--- src/rtl/urv_io_pkg.sv ---
// Shared constants for the URV GPIO bank: register map, bus widths and a
// byte-lane expansion helper used by the store path.
package urv_io_pkg;

   localparam int unsigned DATA_W = 32;
   localparam int unsigned OFS_W  = 3;
   localparam int unsigned LANES  = DATA_W / 8;

   localparam logic [OFS_W-1:0] OFS_OUT      = 3'd0;
   localparam logic [OFS_W-1:0] OFS_SET      = 3'd1;
   localparam logic [OFS_W-1:0] OFS_CLR      = 3'd2;
   localparam logic [OFS_W-1:0] OFS_TGL      = 3'd3;
   localparam logic [OFS_W-1:0] OFS_IN       = 3'd4;
   localparam logic [OFS_W-1:0] OFS_IRQ_EN   = 3'd5;
   localparam logic [OFS_W-1:0] OFS_IRQ_STAT = 3'd6;
   localparam logic [OFS_W-1:0] OFS_EDGE_CFG = 3'd7;

   // Expands one enable bit per byte lane into a full-width bit mask.
   function automatic logic [DATA_W-1:0] lane_mask(input logic [LANES-1:0] sel);
      logic [DATA_W-1:0] m;
      m = '0;
      for (int i = 0; i < LANES; i++) begin
         m[i*8 +: 8] = {8{sel[i]}};
      end
      return m;
   endfunction

endpackage

--- src/rtl/urv_gpio_sync.sv ---
// Pin input synchronizer plus per-channel edge detector; one event per
// qualifying transition of the synchronized level, polarity per edge_cfg bit.
module urv_gpio_sync #(
   parameter int unsigned WIDTH  = 8,
   parameter int unsigned STAGES = 2
) (
   input  logic             clk_i,
   input  logic             rst_i,
   input  logic [WIDTH-1:0] pins,
   input  logic [WIDTH-1:0] edge_cfg,
   output logic [WIDTH-1:0] level,
   output logic [WIDTH-1:0] edge_ev
);

   logic [WIDTH-1:0] stage [STAGES];
   logic [WIDTH-1:0] dly;
   logic             armed;

   always_ff @(posedge clk_i or negedge rst_i) begin
      if (!rst_i) begin
         for (int i = 0; i < STAGES; i++) stage[i] <= '0;
         dly   <= '0;
         armed <= 1'b0;
      end else begin
         stage[0] <= pins;
         for (int i = 1; i < STAGES; i++) stage[i] <= stage[i-1];
         dly   <= stage[STAGES-1];
         armed <= 1'b1;
      end
   end

   assign level = stage[STAGES-1];

   // Events come only from level transitions, so rewriting edge_cfg alone never fires.
   assign edge_ev = armed ? ((level & ~dly & ~edge_cfg) | (~level & dly & edge_cfg))
                          : '0;

endmodule

--- src/rtl/urv_gpio_bank.sv ---
// Memory-mapped GPIO bank: eight word registers behind the CPU data bus,
// set/clear/toggle aliases for OUT, and edge-triggered level interrupt.
module urv_gpio_bank
   import urv_io_pkg::*;
#(
   parameter int unsigned NUM_CH      = 8,
   parameter logic [31:0] BASE_ADDR   = 32'h1000_0000,
   parameter int unsigned SYNC_STAGES = 2
) (
   input  logic              clk_i,
   input  logic              rst_i,
   input  logic [31:0]       dm_addr_i,
   input  logic [31:0]       dm_data_s_i,
   input  logic [3:0]        dm_data_select_i,
   input  logic              dm_store_i,
   input  logic              dm_load_i,
   output logic [31:0]       dm_data_l_o,
   output logic              dm_store_done_o,
   output logic              dm_load_done_o,
   output logic              sel_o,
   input  logic [NUM_CH-1:0] gpio_i,
   output logic [NUM_CH-1:0] gpio_o,
   output logic              irq_o
);

   logic [OFS_W-1:0]  ofs;
   logic              wr, rd;
   logic [DATA_W-1:0] lanes_w;
   logic [NUM_CH-1:0] wmask, mdata;
   logic [NUM_CH-1:0] out_q, en_q, stat_q, cfg_q;
   logic [NUM_CH-1:0] out_d, en_d, stat_d, cfg_d, w1c;
   logic [NUM_CH-1:0] level, edge_ev;
   logic [DATA_W-1:0] rdata;
   logic              unused_bits;

   assign sel_o   = (dm_addr_i[31:5] == BASE_ADDR[31:5]);
   assign ofs     = dm_addr_i[4:2];
   assign wr      = dm_store_i && sel_o;
   assign rd      = dm_load_i && sel_o;
   assign lanes_w = lane_mask(dm_data_select_i);
   assign wmask   = lanes_w[NUM_CH-1:0];
   assign mdata   = dm_data_s_i[NUM_CH-1:0] & wmask;

   assign unused_bits = ^{dm_addr_i[1:0], dm_data_s_i, lanes_w};

   urv_gpio_sync #(.WIDTH(NUM_CH), .STAGES(SYNC_STAGES)) u_sync (
      .clk_i    (clk_i),
      .rst_i    (rst_i),
      .pins     (gpio_i),
      .edge_cfg (cfg_q),
      .level    (level),
      .edge_ev  (edge_ev)
   );

   always_comb begin
      out_d = out_q;
      en_d  = en_q;
      cfg_d = cfg_q;
      w1c   = '0;
      if (wr) begin
         case (ofs)
            OFS_OUT:      out_d = (out_q & ~wmask) | mdata;
            OFS_SET:      out_d = out_q | mdata;
            OFS_CLR:      out_d = out_q & ~mdata;
            OFS_TGL:      out_d = out_q ^ mdata;
            OFS_IRQ_EN:   en_d  = (en_q & ~wmask) | mdata;
            OFS_IRQ_STAT: w1c   = mdata;
            OFS_EDGE_CFG: cfg_d = (cfg_q & ~wmask) | mdata;
            default:      ;
         endcase
      end
      // A fresh edge wins over a simultaneous write-one-to-clear.
      stat_d = (stat_q & ~w1c) | edge_ev;
   end

   // Read mux sees pre-store register values, so store+load returns old data.
   always_comb begin
      rdata = '0;
      case (ofs)
         OFS_OUT:      rdata[NUM_CH-1:0] = out_q;
         OFS_IN:       rdata[NUM_CH-1:0] = level;
         OFS_IRQ_EN:   rdata[NUM_CH-1:0] = en_q;
         OFS_IRQ_STAT: rdata[NUM_CH-1:0] = stat_q;
         OFS_EDGE_CFG: rdata[NUM_CH-1:0] = cfg_q;
         default:      rdata = '0;
      endcase
   end

   always_ff @(posedge clk_i or negedge rst_i) begin
      if (!rst_i) begin
         out_q           <= '0;
         en_q            <= '0;
         stat_q          <= '0;
         cfg_q           <= '0;
         dm_data_l_o     <= '0;
         dm_store_done_o <= 1'b0;
         dm_load_done_o  <= 1'b0;
      end else begin
         out_q           <= out_d;
         en_q            <= en_d;
         stat_q          <= stat_d;
         cfg_q           <= cfg_d;
         dm_store_done_o <= wr;
         dm_load_done_o  <= rd;
         if (rd) dm_data_l_o <= rdata;
      end
   end

   assign gpio_o = out_q;
   assign irq_o  = |(stat_q & en_q);

endmodule

--- config.mk ---
export PLATFORM = sky130hd
export DESIGN_NAME = urv_gpio_bank
export DESIGN_NICKNAME = d
export VERILOG_FILES = /design/src/rtl/urv_io_pkg.sv /design/src/rtl/urv_gpio_sync.sv /design/src/rtl/urv_gpio_bank.sv
export SDC_FILE = /design/constraint.sdc
export NUM_CORES = 1
export LEC_CHECK = 0
export ABC_CLOCK_PERIOD_IN_PS = 3070
export CAP_MARGIN = 20
export CORE_MARGIN = 2
export CORE_UTILIZATION = 50
export CTS_BUF_LIST = sky130_fd_sc_hd__clkbuf_4 sky130_fd_sc_hd__clkbuf_8 sky130_fd_sc_hd__clkbuf_16
export CTS_CLUSTER_DIAMETER = 80
export DETAILED_ROUTE_END_ITERATION = 8
export PLACE_DENSITY_LB_ADDON = 0.08
export SYNTH_ARGS = -nofsm -noshare
export SYNTH_HDL_FRONTEND = slang
export SYNTH_HIERARCHICAL = 1
export SYNTH_SLANG_ARGS = --single-unit
--- constraint.sdc ---
create_clock -name clk_i -period 3.07 [get_ports clk_i]
set_input_delay 0.614 -clock clk_i [delete_from_list [all_inputs] [get_ports clk_i]]
set_output_delay 0.614 -clock clk_i [all_outputs]
set_load 0.01 [all_outputs]
==> results.ini, run 1 <==
[sta]
holdWs_ns = 0.344
worstMarginPinSlew_ns = 0.825
hold_violations = 0
slew_violations = 0
fin_crit_sh = 0.951
max_clock_freq_mhz = 343
min_period_ns = 2.92
rsz0062_at_grt = false
finalSetupTns_ns = 0
fin_ws_ns = 0.152
fin_skew_ns = 0.00769
setup_viol = 0
maxSlewHeadroom = 0.450

[global_route]
global_route.usage.total = 0.214
use_met2 = 0.324
first_global_vias = 2535
grt_start_max_net_pins = 68
grt-ovfl-total = 0
grt.busiest_layer = met2
antenna_found_initial = 0
grt_pass1_wl_um = 12900
met3_usage = 0.0411
use_met1 = 0.309

[placed_design]
place_inst = 489
port-buffer-count = 70
dpl_worst_slack_ns = -0.137
place_congestion = 0.772
dp_hpwl_um = 5810
placed_area_um2 = 4380

[min_path]
hp-class = reg -> reg

[final_layout]
final_core_util = 0.632
drive_gt1_frac = 0.189
synthToLayoutAreaGrowth_pct = 23.6
fin_cells = 502
final_cell_area_um2 = 4530
layout_common_cells = 68 x clkdlybuf4s50_1, 67 x dfrtp_1, 38 x nand2_1, 25 x conb_1, 17 x mux2_2
layout_commonest_cell = clkdlybuf4s50_1
final_nets = 489
diodes = 0

[die]
dieWidth_um = 89.6
die_area_um2 = 8040
initial_core_util = 0.511
die_h_um = 89.6
rows = 31
core_area_um2 = 7180
io_pins = 124

[detailed_routing]
routed_wl_um = 8010
num_vias = 2677
drc = 0
drt_pre_antenna_iters = 4
drt-initial-drc-count = 162
post_drt_via_cell_ratio = 5.33
ant_nets = 0
wire_per_inst_um = 16.0

[synth]
netlist_instances = 327
ys_types = 41
ys_seq_area_frac = 0.457
synthTopCellsByArea = dfrtp_1 46%, buf_4 6.6%, mux2_2 5.2%
synth_top_area_frac = 0.457
yosysWarnings = 6
synthArstFlopShare = 1.00
synth_seq_cells = 67
yosysTopAreaCell = dfrtp_1
ys.flop_type = dfrtp_1
netlist_area_um2 = 3670
synth_edf_count = 0
syn-mean-instance-area_um2 = 11.2

[clock_network]
postCtsHoldBufs = 0
htreeDepth = 3
cts.sinks = 67
cts_tree = yes
clkSlewWorstSetupHoldPaths_ns = 0.07
worstSkewPairLatency_ns = 0.33
postCtsSetupRepairBufs = 0
cts-root-buf = clkbuf_8
clock_path_buffers = 2
cts_buffers = 9
cts_resized = 1

[power_and_ir_drop]
power_mw = 1.73
leakagePower_nw = 2.01
power.density_nw_per_um2 = 383
ir_drop_v = 0.000287

[critical_path]
critical_path_required_ns = 2.46
cp-start-kind = input pin
cp_data_arrival_time_ns = 2.30
critical_path.max_fanout = 2
end_kind = output pin
worstSetupPathType = in -> out

[flow_run]
drv_cap = 0

[status]
outcome = finished clean

## worst max-delay path, stage by stage
cell             delay [ns]
clkdlybuf4s50_1        0.42
or4_1                  0.54
nand2b_1               0.16
nor4_1                 0.23
dlygate4sd2_1          0.33
## synth_stat cells, types with 2 or more instances
cell        n
a21oi_1    12
a22oi_1     5
a31oi_1     8
buf_2       2
buf_4      32
buf_6       2
clkbuf_1    8
conb_1      2
dfrtp_1    67
ha_1        8
inv_1       2
mux2_1      7
mux2_2     17
mux2_4      9
mux4_2      7
nand2_1    38
nand2b_1    4
nand4b_1    9
nand4bb_1   8
nor2_1     12
nor2b_1     9
nor3_1     13
nor4_1      5
nor4_2      2
nor4_4      3
nor4b_1     2
o21ai_0    15
or2_2       5
or4_1       2
## cell families after synthesis
group | share of synthesized area
AO/OA/AOI/OAI | 0.0624
adder cells (fa/ha/maj) | 0.0273
buffers and inverters | 0.0856
flip-flops | 0.457
AND/OR/NAND/NOR | 0.209
other | 0.00205
multiplexers | 0.156
## metal layers
| layer | vias to the layer above | part of all wire |
|---|---|---|
| li1 | 1279 | - |
| met1 | 1306 | 0.46 |
| met2 | 80 | 0.48 |
| met3 | 12 | 0.051 |
| met4 | 0 | 0.014 |
| met5 | - | 0 |
## final timing paths
check	end	cells past startpoint	slack, ns	startpoint
max in group asynchronous	stat_q[2]$_DFF_PN0_	2	2.07	rst_i
worst min-delay path	u_sync/level[5]$_DFF_PN0_	0	0.34	u_sync/stage[13]$_DFF_PN0_
worst min register to register	u_sync/level[5]$_DFF_PN0_	0	0.34	u_sync/stage[13]$_DFF_PN0_
min in group asynchronous	dm_data_l_o[5]$_DFFE_PN0P_	2	0.46	rst_i
worst max register to register	dm_data_l_o[2]$_DFFE_PN0P_	4	1.58	flop
worst max-delay path	sel_o	5	0.15	dm_addr_i[27]
## report_power, final
group          leakage [nW]  internal (mW)  switching [mW]
clock network        0.0799          0.299           0.321
logic                  1.09          0.101           0.102
registers             0.837          0.899          0.0125
total                  2.01           1.30           0.435
## layout make-up
class	count	area, um^2
fill	607	2640
multi-input combinational	236	1760
sequential	67	1680
timing repair buffer	85	807
clock buffer	10	138
tap	99	124
clock inverter	3	17.5
inverter	2	7.51
Note: power is estimated with default switching activity, not from simulation.
==> inputs of run 2 (changes only) <==
--- a/config.mk
+++ b/config.mk
@@ -10,9 +10,10 @@
 export CORE_MARGIN = 2
 export CORE_UTILIZATION = 50
 export CTS_BUF_LIST = sky130_fd_sc_hd__clkbuf_4 sky130_fd_sc_hd__clkbuf_8 sky130_fd_sc_hd__clkbuf_16
-export CTS_CLUSTER_DIAMETER = 80
+export CTS_CLUSTER_DIAMETER = 30
 export DETAILED_ROUTE_END_ITERATION = 8
 export PLACE_DENSITY_LB_ADDON = 0.08
+export RECOVER_POWER = 25
 export SYNTH_ARGS = -nofsm -noshare
 export SYNTH_HDL_FRONTEND = slang
 export SYNTH_HIERARCHICAL = 1
==> run 2 against run 1 <==
Clock power is essentially flat. Global-route usage stayed put. Flip-flop and latch count is the same. Critical endpoint unchanged. Critical path type unchanged. Setup slack unchanged. Non-clock buffer count did not move. The run now ends with max-capacitance violations, max-slew violations left. Highest routed layer unchanged. Maximum frequency unchanged. Register-to-register slack is essentially flat.
==> results.ini, run 2 (synthesis gave the netlist of run 1 again) <==
[die]
dieWidth_um = 89.6  ; unchanged
initial_core_util = 0.511  ; unchanged
die_h_um = 89.6  ; unchanged
io_pins = 124  ; unchanged
core_area_um2 = 7180  ; unchanged
rows = 31  ; unchanged
die_area_um2 = 8040  ; unchanged

[global_route]
global_route.usage.total = 0.214  ; unchanged
antenna_found_initial = 0  ; unchanged
grt_start_max_net_pins = 68  ; unchanged
grt_pass1_wl_um = 12900  ; unchanged
first_global_vias = 2535  ; unchanged
grt-ovfl-total = 0  ; unchanged

[sta]
maxSlewHeadroom = -0.0691  ; was 0.450
rsz0062_at_grt = false  ; unchanged
hold_violations = 0  ; unchanged
worstMarginPinSlew_ns = 1.60  ; was 0.825 ns
setup_viol = 0  ; unchanged
slew_violations = 68  ; was 0
finalSetupTns_ns = 0  ; unchanged
fin_skew_ns = 0.00768  ; was 0.00769 ns
fin_crit_sh = 0.951  ; unchanged
max_clock_freq_mhz = 343  ; unchanged
min_period_ns = 2.92  ; unchanged

[clock_network]
cts.sinks = 67  ; unchanged
clkSlewWorstSetupHoldPaths_ns = 0.07  ; about the same
cts_tree = yes  ; unchanged
cts-root-buf = clkbuf_8  ; unchanged
clock_path_buffers = 2  ; unchanged
postCtsSetupRepairBufs = 0  ; unchanged
cts_buffers = 9  ; unchanged
htreeDepth = 3  ; unchanged
worstSkewPairLatency_ns = 0.33  ; about the same

[critical_path]
r2r_end = dm_data_l_o[2]$_DFFE_PN0P_  ; unchanged
cp-start-kind = input pin  ; unchanged
critical_path.max_fanout = 2  ; unchanged
reg2regPathDepth = 4  ; unchanged
critPathLaunch = dm_addr_i[27]  ; unchanged
cp_data_arrival_time_ns = 2.30  ; about the same
r2r_setup_slack_ns = 1.58  ; about the same
worstSetupPathType = in -> out  ; unchanged
critical_path_required_ns = 2.46  ; about the same
end_kind = output pin  ; unchanged

[power_and_ir_drop]
power_mw = 1.73  ; about the same
ir_drop_v = 0.000287  ; about the same
leakagePower_nw = 2.01  ; about the same
power.density_nw_per_um2 = 382  ; was 383 nW/um^2

[min_path]
hold_path.startpoint = u_sync/stage[13]$_DFF_PN0_  ; unchanged
hp-class = reg -> reg  ; unchanged
min_path_cells = 0  ; unchanged
whs_endpoint = u_sync/level[5]$_DFF_PN0_  ; unchanged

[placed_design]
placed_area_um2 = 4380  ; unchanged
place_inst = 489  ; unchanged
port-buffer-count = 70  ; unchanged
place_congestion = 0.772  ; unchanged
dp_hpwl_um = 5810  ; unchanged

[detailed_routing]
routed_wl_um = 8010  ; about the same
wire_per_inst_um = 16.0  ; about the same
num_vias = 2677  ; unchanged
drc = 0  ; unchanged
post_drt_via_cell_ratio = 5.33  ; unchanged
drt_pre_antenna_iters = 4  ; unchanged
drt-initial-drc-count = 162  ; unchanged
ant_nets = 0  ; unchanged

[final_layout]
layout_common_cells = 67 x dfrtp_1, 60 x clkdlybuf4s50_1, 38 x nand2_1, 25 x conb_1, 17 x mux2_2  ; was 68 x clkdlybuf4s50_1, 67 x dfrtp_1, 38 x nand2_1, 25 x conb_1, 17 x mux2_2
drive_gt1_frac = 0.189  ; unchanged
synthToLayoutAreaGrowth_pct = 23.5  ; was 23.6%
final_nets = 489  ; unchanged
layout_commonest_cell = dfrtp_1  ; was clkdlybuf4s50_1
fin_cells = 502  ; unchanged
final_cell_area_um2 = 4530  ; about the same
diodes = 0  ; unchanged

[status]
violations = max-capacitance violations, max-slew violations
outcome = finished with violations  ; was finished clean

[flow_run]
drv_cap = 1  ; was 0

-- run 2: metal layers --
| metal | part of all wire | vias up | global-route usage |
|---|---|---|---|
| met2 | 0.48 | 80 | 0.324 |
| met4 | 0.014 | 0 | 0.0773 |
| met5 | 0 | - | 0 |
| li1 | - | 1279 | - |
| met1 | 0.46 | 1306 | 0.309 |
| met3 | 0.051 | 12 | 0.0411 |
-- run 2: how the worst max path moves through the flow --
| stage | endpoint | slack (ns) | cells past startpoint |
|---|---|---|---|
| detailed placement | sel_o | -0.14 | 5 |
| finish | sel_o | 0.15 | 5 |
| global placement | sel_o | -0.10 | 5 |
| CTS | sel_o | 0.16 | 5 |
| floorplan | sel_o | 0.77 | 3 |
| global route | sel_o | 0.04 | 5 |
-- run 2: cell type report --
type	instances	area [um^2]
clock buffer	10	138
clock inverter	3	17.5
fill	608	2650
inverter	2	7.51
multi-input combinational	236	1760
sequential	67	1680
tap	99	124
timing repair buffer	85	805
-- run 2: through the flow --
stage,hold WS (ns),setup WS [ns],utilization
after detailed placement,0.336,-0.137,0.610
after global routing,0.357,0.0434,0.631
after floorplan,0.318,0.766,-
after global placement,0.332,-0.104,0.610
after CTS,0.346,0.162,0.632
final,0.344,0.152,0.631
-- run 2: report_power, final --
| part | leakage, nW | internal [mW] | switching [mW] |
|---|---|---|---|
| sequential | 0.837 | 0.899 | 0.0125 |
| combinational | 1.09 | 0.0989 | 0.102 |
| clock | 0.0799 | 0.299 | 0.321 |
-- run 2: critical path: stages --
cell and delay, ns:
clkdlybuf4s50_1 0.42, or4_1 0.54, nand2b_1 0.16, nor4_1 0.23, dlygate4sd2_1 0.33
-- run 2: timing repair --
item / in CTS / in global routing
resized for setup: 1 / 0
hold buffers: 0 / 0
endpoints found under the setup margin: 1 / 0
